### config.mk
export PLATFORM = sky130hd
export DESIGN_NAME = dcache_axi_if
export DESIGN_NICKNAME = d
export VERILOG_FILES = /design/src/rtl/dcache_axi_if.sv
export SDC_FILE = /design/constraint.sdc
export NUM_CORES = 1
export LEC_CHECK = 0
export BUFFER_PORTS_ARGS = -buffer_cell sky130_fd_sc_hd__buf_4
export CORE_AREA = 2 2 312 314
export CTS_BUF_LIST = sky130_fd_sc_hd__clkbuf_8
export DETAILED_ROUTE_END_ITERATION = 10
export DIE_AREA = 0 0 314 316
export GPL_TIMING_DRIVEN = 0
export SLEW_MARGIN = 20
export SYNTH_ARGS = -nofsm -noshare
export SYNTH_HDL_FRONTEND = slang
export SYNTH_SLANG_ARGS = --single-unit
### constraint.sdc
create_clock -name clk -period 7.4 [get_ports clk]
set_clock_uncertainty 0.15 [all_clocks]
set_input_delay 1.48 -clock clk [delete_from_list [all_inputs] [get_ports clk]]
set_output_delay 1.48 -clock clk [all_outputs]
set_load 0.01 [all_outputs]
### src/rtl/dcache_axi_if.sv
// AXI4 master bridge for the data cache: line refill/write-back bursts
// and uncached single-beat accesses, one outstanding request at a time.
module dcache_axi_if #(
    parameter logic [3:0] ID         = 4'd1,
    parameter int         LINE_WORDS = 8
) (
    input  logic                       clk,
    input  logic                       rst,
    input  logic                       axi_rreq_i,
    input  logic                       axi_wreq_i,
    input  logic                       uc_rreq_i,
    input  logic                       uc_wreq_i,
    input  logic [31:0]                addr_i,
    input  logic [3:0]                 bus_wen_i,
    input  logic [31:0]                uc_wdata_i,
    input  logic [32*LINE_WORDS-1:0]   wb_line_i,
    output logic                       rend_o,
    output logic                       wend_o,
    output logic [32*LINE_WORDS-1:0]   line_rdata_o,
    output logic [31:0]                uc_rdata_o,
    output logic                       busy_o,
    output logic [3:0]                 arid,
    output logic [31:0]                araddr,
    output logic [7:0]                 arlen,
    output logic [2:0]                 arsize,
    output logic [1:0]                 arburst,
    output logic                       arvalid,
    input  logic                       arready,
    input  logic [31:0]                rdata,
    input  logic                       rlast,
    input  logic                       rvalid,
    output logic                       rready,
    output logic [3:0]                 awid,
    output logic [31:0]                awaddr,
    output logic [7:0]                 awlen,
    output logic [2:0]                 awsize,
    output logic [1:0]                 awburst,
    output logic                       awvalid,
    input  logic                       awready,
    output logic [31:0]                wdata,
    output logic [3:0]                 wstrb,
    output logic                       wlast,
    output logic                       wvalid,
    input  logic                       wready,
    input  logic                       bvalid,
    output logic                       bready
);

    localparam int CW = $clog2(LINE_WORDS);
    localparam logic [CW-1:0] LAST = CW'(LINE_WORDS - 1);

    typedef enum logic [2:0] {
        S_IDLE, S_AR, S_R, S_AW, S_W, S_B
    } state_t;

    state_t                        state_q, state_d;
    logic [CW-1:0]                 cnt_q;
    logic [31:0]                   addr_q;
    logic                          uc_q;
    logic [3:0]                    strb_q;
    logic [31:0]                   uc_wdata_q;
    logic [LINE_WORDS-1:0][31:0]   wb_q;
    logic [LINE_WORDS-1:0][31:0]   line_q;
    logic                          any_req;
    logic                          rd_sel;
    logic                          accept;

    assign any_req = uc_rreq_i | uc_wreq_i | axi_rreq_i | axi_wreq_i;
    assign rd_sel  = uc_rreq_i | (~uc_wreq_i & axi_rreq_i);
    assign accept  = (state_q == S_IDLE) & any_req & ~rend_o & ~wend_o;

    always_comb begin
        state_d = state_q;
        unique case (state_q)
            S_IDLE: if (accept) state_d = rd_sel ? S_AR : S_AW;
            S_AR:   if (arready) state_d = S_R;
            S_R:    if (rvalid && rlast) state_d = S_IDLE;
            S_AW:   if (awready) state_d = S_W;
            S_W:    if (wready && wlast) state_d = S_B;
            S_B:    if (bvalid) state_d = S_IDLE;
            default: state_d = S_IDLE;
        endcase
    end

    always_ff @(posedge clk) begin
        if (rst) begin
            state_q    <= S_IDLE;
            cnt_q      <= '0;
            addr_q     <= '0;
            uc_q       <= 1'b0;
            strb_q     <= '0;
            uc_wdata_q <= '0;
            wb_q       <= '0;
            line_q     <= '0;
            uc_rdata_o <= '0;
            rend_o     <= 1'b0;
            wend_o     <= 1'b0;
        end else begin
            state_q <= state_d;
            rend_o  <= (state_q == S_R) && rvalid && rlast;
            wend_o  <= (state_q == S_B) && bvalid;
            if (state_q == S_IDLE) cnt_q <= '0;
            // uc flag is exact: a read is only picked over uc_wreq when uc_rreq is set
            if (accept) begin
                addr_q     <= addr_i;
                uc_q       <= uc_rreq_i | uc_wreq_i;
                strb_q     <= bus_wen_i;
                uc_wdata_q <= uc_wdata_i;
                wb_q       <= wb_line_i;
            end
            if (state_q == S_R && rvalid) begin
                if (uc_q) uc_rdata_o <= rdata;
                else      line_q[cnt_q] <= rdata;
                cnt_q <= cnt_q + 1'b1;
            end
            if (state_q == S_W && wready) cnt_q <= cnt_q + 1'b1;
        end
    end

    assign line_rdata_o = line_q;
    assign busy_o       = (state_q != S_IDLE);

    assign arid    = ID;
    assign araddr  = addr_q;
    assign arlen   = uc_q ? 8'd0 : 8'(LINE_WORDS - 1);
    assign arsize  = 3'b010;
    assign arburst = 2'b01;
    assign arvalid = (state_q == S_AR);
    assign rready  = (state_q == S_R);

    assign awid    = ID;
    assign awaddr  = addr_q;
    assign awlen   = uc_q ? 8'd0 : 8'(LINE_WORDS - 1);
    assign awsize  = 3'b010;
    assign awburst = 2'b01;
    assign awvalid = (state_q == S_AW);

    assign wvalid  = (state_q == S_W);
    assign wdata   = uc_q ? uc_wdata_q : wb_q[cnt_q];
    assign wstrb   = uc_q ? strb_q : 4'hF;
    assign wlast   = wvalid & (uc_q | (cnt_q == LAST));
    assign bready  = (state_q == S_B);

endmodule

==> summary.md, run 1 <==
| Metric | Value |
|---|---|
| Fmax | about 160 MHz |
| Ys flop type | dfxtp_1 |
| Final setup vio count | 0 |
| Post-CTS Resized | 0 |
| Site Rows | ~110 |
| Setup tns final | 0 ns |
| Initial antenna violation count | 11 |
| Layout fillers | 10,400 |
| Synth async-reset ratio | 0% |
| Number of synthesized flops with an enable pin | 0 |
| CTS tree | done |
| Share of the synthesized area in the top cell type | 51.0% |
| Area Overhead vs Synth | 39.0% |
| Die height | approximately 320 µm |
| Detailed Route WL | 128,000 µm |
| Gr usage total | 24.6% |
| Setup CP Type | reg -> out |
| Dominant cell type by area after synthesis | dfxtp_1 |
| Critical path arrival | 4.53 ns |
| HPWL Detailed | 100,000 µm |
| Clock root cell | clkbuf_8 |
| Ratio of cells with drive above 1 in the final layout | between 20% and 30% |
| DRT antenna net count | 0 |
| Core Area | between 0.09 and 0.1 mm² |
| Final setup margin | between 1 and 1.5 ns |
| Clock sink count | 621 |
| Total congestion overflow | 0 |
| CTS max path bufs | 3 |
| Leak | between 0.01 and 0.015 µW |
| 1st-pass router iterations | 8 |
| RSZ-0062 raised after global routing | no |
| Final net count | ~4,400 |
| Max Slew Vio Count | 0 |
| Post-synth top cells | 1,260 x nand2_1, 637 x a21oi_1, 621 x dfxtp_1 |
| TritonCTS buffer count | 107 |
| Hold slack final | 0.297 ns |
| Vias in the first global route | about 24,000 |
| Hold_sp | strb_q[1] |
| Initial core utilization | 25.4% |
| Tmin final | between 6 and 7 ns |
| Worst setup SP type | register |
| Post-CTS Setup Inserts | 0 |
| Number of H-tree levels | 3 |
| Post-synthesis sequential area ratio | about half |
| Met2 usage | 42.1% |
| Hold Vio Cnt, Final | 0 |
| PwrDens | 341 mW/mm² |
| Netlist Area Pre-Place | 0.0244 mm² |
| Reg clk slew, reported paths | 0.06 ns |
| DRT iter0 DRCs | around 2,200 |
| Seq cells post-synth | 621 |
| Vias | 26,000 |
| DRC Markers | 0 |
| Area contributors post-synth | dfxtp_1 51%, nand2_1 19%, a21oi_1 13% |
| First-pass GRT wire length | between 150,000 and 200,000 µm |
| CP endpoint kind | output pin |
| Post-Route Utilization | between 30% and 40% |
| Met1 GRT Util | around 28% |
| Via density | about 4.8 |
| RR Startpoint | cnt_q[0] |
| Pin count of the biggest net entering global routing | 17 |
| Worst path required time | roughly 5.8 ns |
| Critical Path Source | cnt_q[0] |
| Most numerous cell in the Yosys netlist | nand2_1 |
| Post-CTS Hold Fix Bufs | 0 |
| Min-Delay Path Class | reg -> reg |
| Mean post-synth cell area | roughly 7.7 µm² |
| DP Worst Slack | around 2.2 ns |
| Synth unique cells | between 40 and 50 |
| I/O Pins | ~800 |
| Worst-path fanout max | 10 |
| Max-cap violations | 0 |
| Fin crit share | approximately 83% |
| Grt peak-use layer | met2 |
| Final GP Congestion | 0.954 |
| Wire length per cell | roughly 24 µm |
| Cells after Synth | roughly 3,200 |
| Max rail drop VDD | ~0.22 mV |
| Worst skew pair latency | 0.76 ns |
| Die X | 314 µm |
| Worst Max-Slew Pin Slew | between 1 and 1.5 ns |
| Overall die area | 0.0992 mm² |
| Slew headroom | around 18% |
| Routing usage on met3 | ~6% |
| Outcome | finished, final reports clean |
| I/O Buffers | 737 |
| YS warnings | 0 |
## state kept, by name (all words and copies together) (netlist names)
| name | cells |
|---|---|
| line_rdata_o | 256 |
| wb_q | 256 |
| araddr | 32 |
| uc_rdata_o | 32 |
| uc_wdata_q | 32 |
| strb_q | 4 |
| cnt_q | 3 |
| state_q | 3 |
| rend_o | 1 |
| uc_q | 1 |
| wend_o | 1 |
## stage by stage
stage / instances / total power [µW] / cell area, µm²
after global placement: 5198 / 8290 / 31600
after global routing: 5403 / 12000 / 33900
after detailed placement: 5201 / 8330 / 31700
final: 5403 / 11600 / 33900
after floorplan: 3185 / 6320 / 24500
after CTS: 5398 / 11500 / 33900
## placed cells by master (no fill, tap or decap), types with 16 or more instances in the layout
cell      instances
a21oi_1         637
buf_2            68
buf_4           803
clkbuf_1        206
clkbuf_8        137
conb_1           28
dfxtp_1         621
inv_1            42
mux2_2           22
mux2i_1          35
mux4_2           16
nand2_1        1260
nand3_1          21
o21ai_0          45
## cells by family after synthesis
group	after synthesis	synth area share (%)
adder cells (fa/ha/maj)	2	0.103
other	2	0.0308
multiplexers	73	3.93
buffers and inverters	350	6.72
AO/OA/AOI/OAI	771	17.0
AND/OR/NAND/NOR	1340	21.3
flip-flops	621	51.0
## routing by layer
metal | wire (µm) | share of wire [%]
met1 | 48200 | 38
met2 | 61200 | 48
met3 | 11000 | 8.6
met4 | 7650 | 6.0
met5 | 97 | 0.076
## worst max-delay path, stage by stage, from the launching register on
cell     delay, ns
dfxtp_1       0.42
buf_1         0.82
buf_2         0.51
buf_2         0.49
mux2i_1       0.72
o21ai_0       0.14
o21ai_0       0.19
a31oi_1       0.23
buf_4         0.25
## final cells by class
| cell class | instances | area [µm²] | area share [%] |
|---|---|---|---|
| inverters | 4 | 15.0 | 0.0443 |
| repair buffers | 740 | 5560 | 16.4 |
| plain buffers | 346 | 1630 | 4.81 |
| multi-input cells | 2214 | 10400 | 30.8 |
| clock buffers | 137 | 1890 | 5.56 |
| clock inverters | 60 | 338 | 0.996 |
| well taps | 1276 | 1600 | 4.71 |
| flip-flops and latches | 621 | 12400 | 36.7 |
| diodes | 5 | 12.5 | 0.0369 |
## final timing paths
| kind | cells past startpoint | slack (ns) | to |
|---|---|---|---|
| worst max-delay path | 8 | 1.24 | wdata[1] |
| worst min-delay path | 2 | 0.30 | strb_q[1] |
| worst max register to register | 7 | 3.81 | line_rdata_o[88] |
| worst min register to register | 2 | 0.30 | strb_q[1] |
## where the power goes
group          switching [µW]  internal, µW  leakage [µW]
Clock                    1530          1710       0.00130
Combinational            2650          1340       0.00757
Sequential                424          3910       0.00507
Total                    4600          6960        0.0139
Note: power is estimated with default switching activity, not from simulation.
==> run 2, diff against run 1 <==
--- a/config.mk
+++ b/config.mk
@@ -5,11 +5,12 @@
 export SDC_FILE = /design/constraint.sdc
 export NUM_CORES = 1
 export LEC_CHECK = 0
+export ABC_AREA = 1
 export BUFFER_PORTS_ARGS = -buffer_cell sky130_fd_sc_hd__buf_4
-export CORE_AREA = 2 2 312 314
+export CORE_AREA = 2 2 309 311
 export CTS_BUF_LIST = sky130_fd_sc_hd__clkbuf_8
 export DETAILED_ROUTE_END_ITERATION = 10
-export DIE_AREA = 0 0 314 316
+export DIE_AREA = 0 0 311 313
 export GPL_TIMING_DRIVEN = 0
 export SLEW_MARGIN = 20
 export SYNTH_ARGS = -nofsm -noshare
==> constraint.sdc (replaced) <==
create_clock -name clk -period 5.4 [get_ports clk]
set_clock_uncertainty 0.15 [all_clocks]
set_input_delay 1.08 -clock clk [delete_from_list [all_inputs] [get_ports clk]]
set_output_delay 1.08 -clock clk [all_outputs]
set_load 0.01 [all_outputs]
==> run 2 against run 1 <==
  * Largest power group unchanged
  * Die area down 1.9%
  * Routed wire length down 1.2%
  * Sequential share of layout area down 0.29 points
  * Cell area grew 0.79%
  * Synthesized cell count increased by 9.7%
  * Flip-flop and latch count stayed put
  * Sequential power grew 51%
  * Synthesized area grew 1.4%
==> summary.md, run 2 <==
| Metric | Value |
|---|---|
| Post-CTS Setup Inserts | 0 (unchanged) |
| Reg-to-reg slack, setup | 2.52 ns (-1.29 ns) |
| Number of H-tree levels | 3 (unchanged) |
| Final setup vio count | 0 (unchanged) |
| Most frequent cells in the layout | 1,197 x nor2_1, 823 x buf_4, 621 x dfxtp_1, 568 x o21ai_0, 439 x nand2_1 |
| Final net count | 4,710 (+6.9%) |
| RSZ-0062 raised after global routing | no |
| CP endpoint kind | output pin |
| Vias | 27,000 (+3.8%) |
| CTS max path bufs | 3 (unchanged) |
| Via density | 4.75 (-1.3%) |
| Worst skew pair latency | 0.77 ns (about the same) |
| Fin crit share | a little over nine tenths |
| Synth async-reset ratio | 0% (unchanged) |
| DRT antenna net count | 0 (unchanged) |
| Reg clk slew, reported paths | 0.06 ns (about the same) |
| Synth unique cells | 27 (-40%) |
| 1st-pass router iterations | 8 (unchanged) |
| Ratio of cells with drive above 1 in the final layout | 25.0% (-1.1 points) |
| Most numerous cell in the Yosys netlist | nor2_1 |
| Max rail drop VDD | 0.239 mV (+11%) |
| Core Area | 0.0942 mm² (-1.9%) |
| Total power | 17,300 µW (+50%) |
| Post-synthesis sequential area ratio | 50.2% (-0.72 points) |
| RR Endpoint | wb_q[65] |
| Tmin final | just over 5 ns |
| Post-synth top cells | 1,197 x nor2_1, 621 x dfxtp_1, 571 x o21ai_0 |
| Final GP Congestion | 0.950 (-0.42%) |
| Mean post-synth cell area | 7.14 µm² (-7.6%) |
| Max Slew Vio Count | 0 (unchanged) |
| Worst Max-Slew Pin Slew | 1.08 ns (-0.153 ns) |
| Total congestion overflow | 0 (unchanged) |
| CTS tree | done |
| I/O Pins | 799 (unchanged) |
| Clock sink count | 621 (unchanged) |
| Initial antenna violation count | 16 (+5) |
| Die X | 311 µm (-0.96%) |
| Initial core utilization | 26.3% (+0.87 points) |
| Pin count of the biggest net entering global routing | 16 (-1) |
| Leak | 0.0161 µW (+16%) |
| Hold_sp | uc_rdata_o[23] |
| Min-Delay Path Class | reg -> reg |
| Hold Vio Cnt, Final | 0 (unchanged) |
| WHS Endpoint | uc_rdata_o[23] |
| Ys flop type | dfxtp_1 |
| Fin cells | 5,682 (+5.2%) |
| Most common cell after layout, fill and taps aside | nor2_1 |
| I/O Buffers | 737 (unchanged) |
| Cells after DPL | 5,495 (+5.7%) |
| Setup CP Type | reg -> out |
| Site Rows | 113 (-0.88%) |
| Netlist Area Pre-Place | 0.0247 mm² (+1.4%) |
| Die height | 313 µm (-0.95%) |
| Vias in the first global route | 24,800 (+1.6%) |
| Critical Path Source | cnt_q[0] |
| DP Worst Slack | 0.803 ns (-1.37 ns) |
| DRC Markers | 0 (unchanged) |
| Area contributors post-synth | dfxtp_1 50%, nor2_1 18%, o21ai_0 12% |
| Share of the synthesized area in the top cell type | 50.2% (-0.72 points) |
| Worst path required time | 4.17 ns (-1.60 ns) |
| Final setup margin | 0.208 ns (-1.03 ns) |
| PwrDens | 506 mW/mm² (+49%) |
| Outcome | finished, final reports clean |
| Area Overhead vs Synth | 38.1% |
| WHS Path Cells | 2 (unchanged) |
| Dominant cell type by area after synthesis | dfxtp_1 |
| TritonCTS buffer count | 108 (+0.93%) |
| HPWL Detailed | 99,400 µm (-0.80%) |
| Worst setup SP type | register |
| Seq cells post-synth | 621 (unchanged) |
| Slew headroom | 27.9% (+10 points) |
| Wire length per cell | 22.3 µm (-6.0%) |
| Max-cap violations | 0 (unchanged) |
| Cells after Synth | 3,466 (+9.7%) |
| First-pass GRT wire length | 176,000 µm (+0.82%) |
| Fmax | ~190 MHz |
| Overall die area | 0.0973 mm² (-1.9%) |
| Critical path arrival | 3.96 ns (-0.57 ns) |
| Clock root cell | clkbuf_8 |
| Post-Route Utilization | 36.3% (+0.97 points) |
| RR Startpoint | state_q[1] |
| YS warnings | 0 (unchanged) |
| Setup tns final | 0 ns (unchanged) |
| R2R depth | 8 (+1) |
| DRT iter0 DRCs | 2,796 (+29%) |
| Detailed Route WL | 127,000 µm (-1.2%) |
| Gr usage total | 24.9% (+0.29 points) |
| Worst-path fanout max | 10 (unchanged) |
| Number of synthesized flops with an enable pin | 0 (unchanged) |
-- run 2: changes by cell type after synthesis, moves of 32 or more --
cell / previous run / this run
nor2_1: 15 / 1197
nand2_1: 1260 / 439
o21ai_0: 45 / 571
a21oi_1: 637 / 120
clkbuf_1: 208 / 132
o21ai_1: 0 / 40
mux2i_1: 35 / 0
buf_1: 7 / 39
-- run 2: layout make-up --
| type | count | area, µm² |
|---|---|---|
| fill | 10200 | 60000 |
| sequential | 621 | 12400 |
| multi-input combinational | 2494 | 10500 |
| timing repair buffer | 738 | 5540 |
| clock buffer | 138 | 1900 |
| buffer | 338 | 1720 |
| tap | 1265 | 1580 |
| clock inverter | 43 | 292 |
| inverter | 39 | 146 |
| antenna | 6 | 15.0 |
-- run 2: logic make-up (layout without fill, tap and decap cells) --
| family | after synthesis | count (layout) | share of synthesized area [%] |
|---|---|---|---|
| buf+inv | 377 | 1296 | 7.52 |
| flops | 621 | 621 | 50.2 |
| other cells | 2 | 34 | 0.0304 |
| fa+ha+maj | 2 | 2 | 0.101 |
| simple gates | 1723 | 1723 | 27.0 |
| compound gates | 741 | 741 | 15.1 |
-- run 2: through the flow --
stage | area, µm² | hold WS, ns
after CTS | 34200 | 0.314
after detailed placement | 32000 | 0.306
after global routing | 34200 | 0.332
final | 34200 | 0.312
after floorplan | 24800 | 0.297
after global placement | 32000 | 0.300
-- run 2: per-layer routing --
metal  routed length (µm)  vias up  track usage (%)  share of wire [%]
met3                11500      235             6.02                9.0
met5                   28        -                0              0.022
li1                     -    12700                -                  -
met1                53400    12700             32.7                 42
met4                 5080        4             10.3                4.0
met2                56800     1326             39.3                 45
-- run 2: repair_timing --
item                       CTS  global route
resized for setup            1             2
setup endpoints to repair    1             2
hold buffers                 0             0
-- run 2: worst max-delay path by stage --
| stage | endpoint | depth (start not counted) |
|---|---|---|
| floorplan | wdata[15] | 10 |
| global placement | wb_q[226] | 6 |
| detailed placement | wdata[29] | 11 |
| CTS | wdata[19] | 11 |
| global route | wdata[26] | 11 |
| finish | wdata[26] | 11 |
-- run 2: worst max-delay path: stages (launching register included) --
cell and delay (ns):
dfxtp_1 0.33, buf_2 0.20, inv_1 0.11, buf_2 0.22
nand3_1 0.29, inv_1 0.24, buf_2 0.26, nand2_1 0.10
nand4_1 0.28, o21ai_0 0.87, nand2_1 0.10, buf_4 0.19
-- run 2: where the power goes --
part	switching, µW	total (µW)	internal (µW)
registers	738	6520	5780
clock network	2060	4480	2420
logic	4070	6300	2240
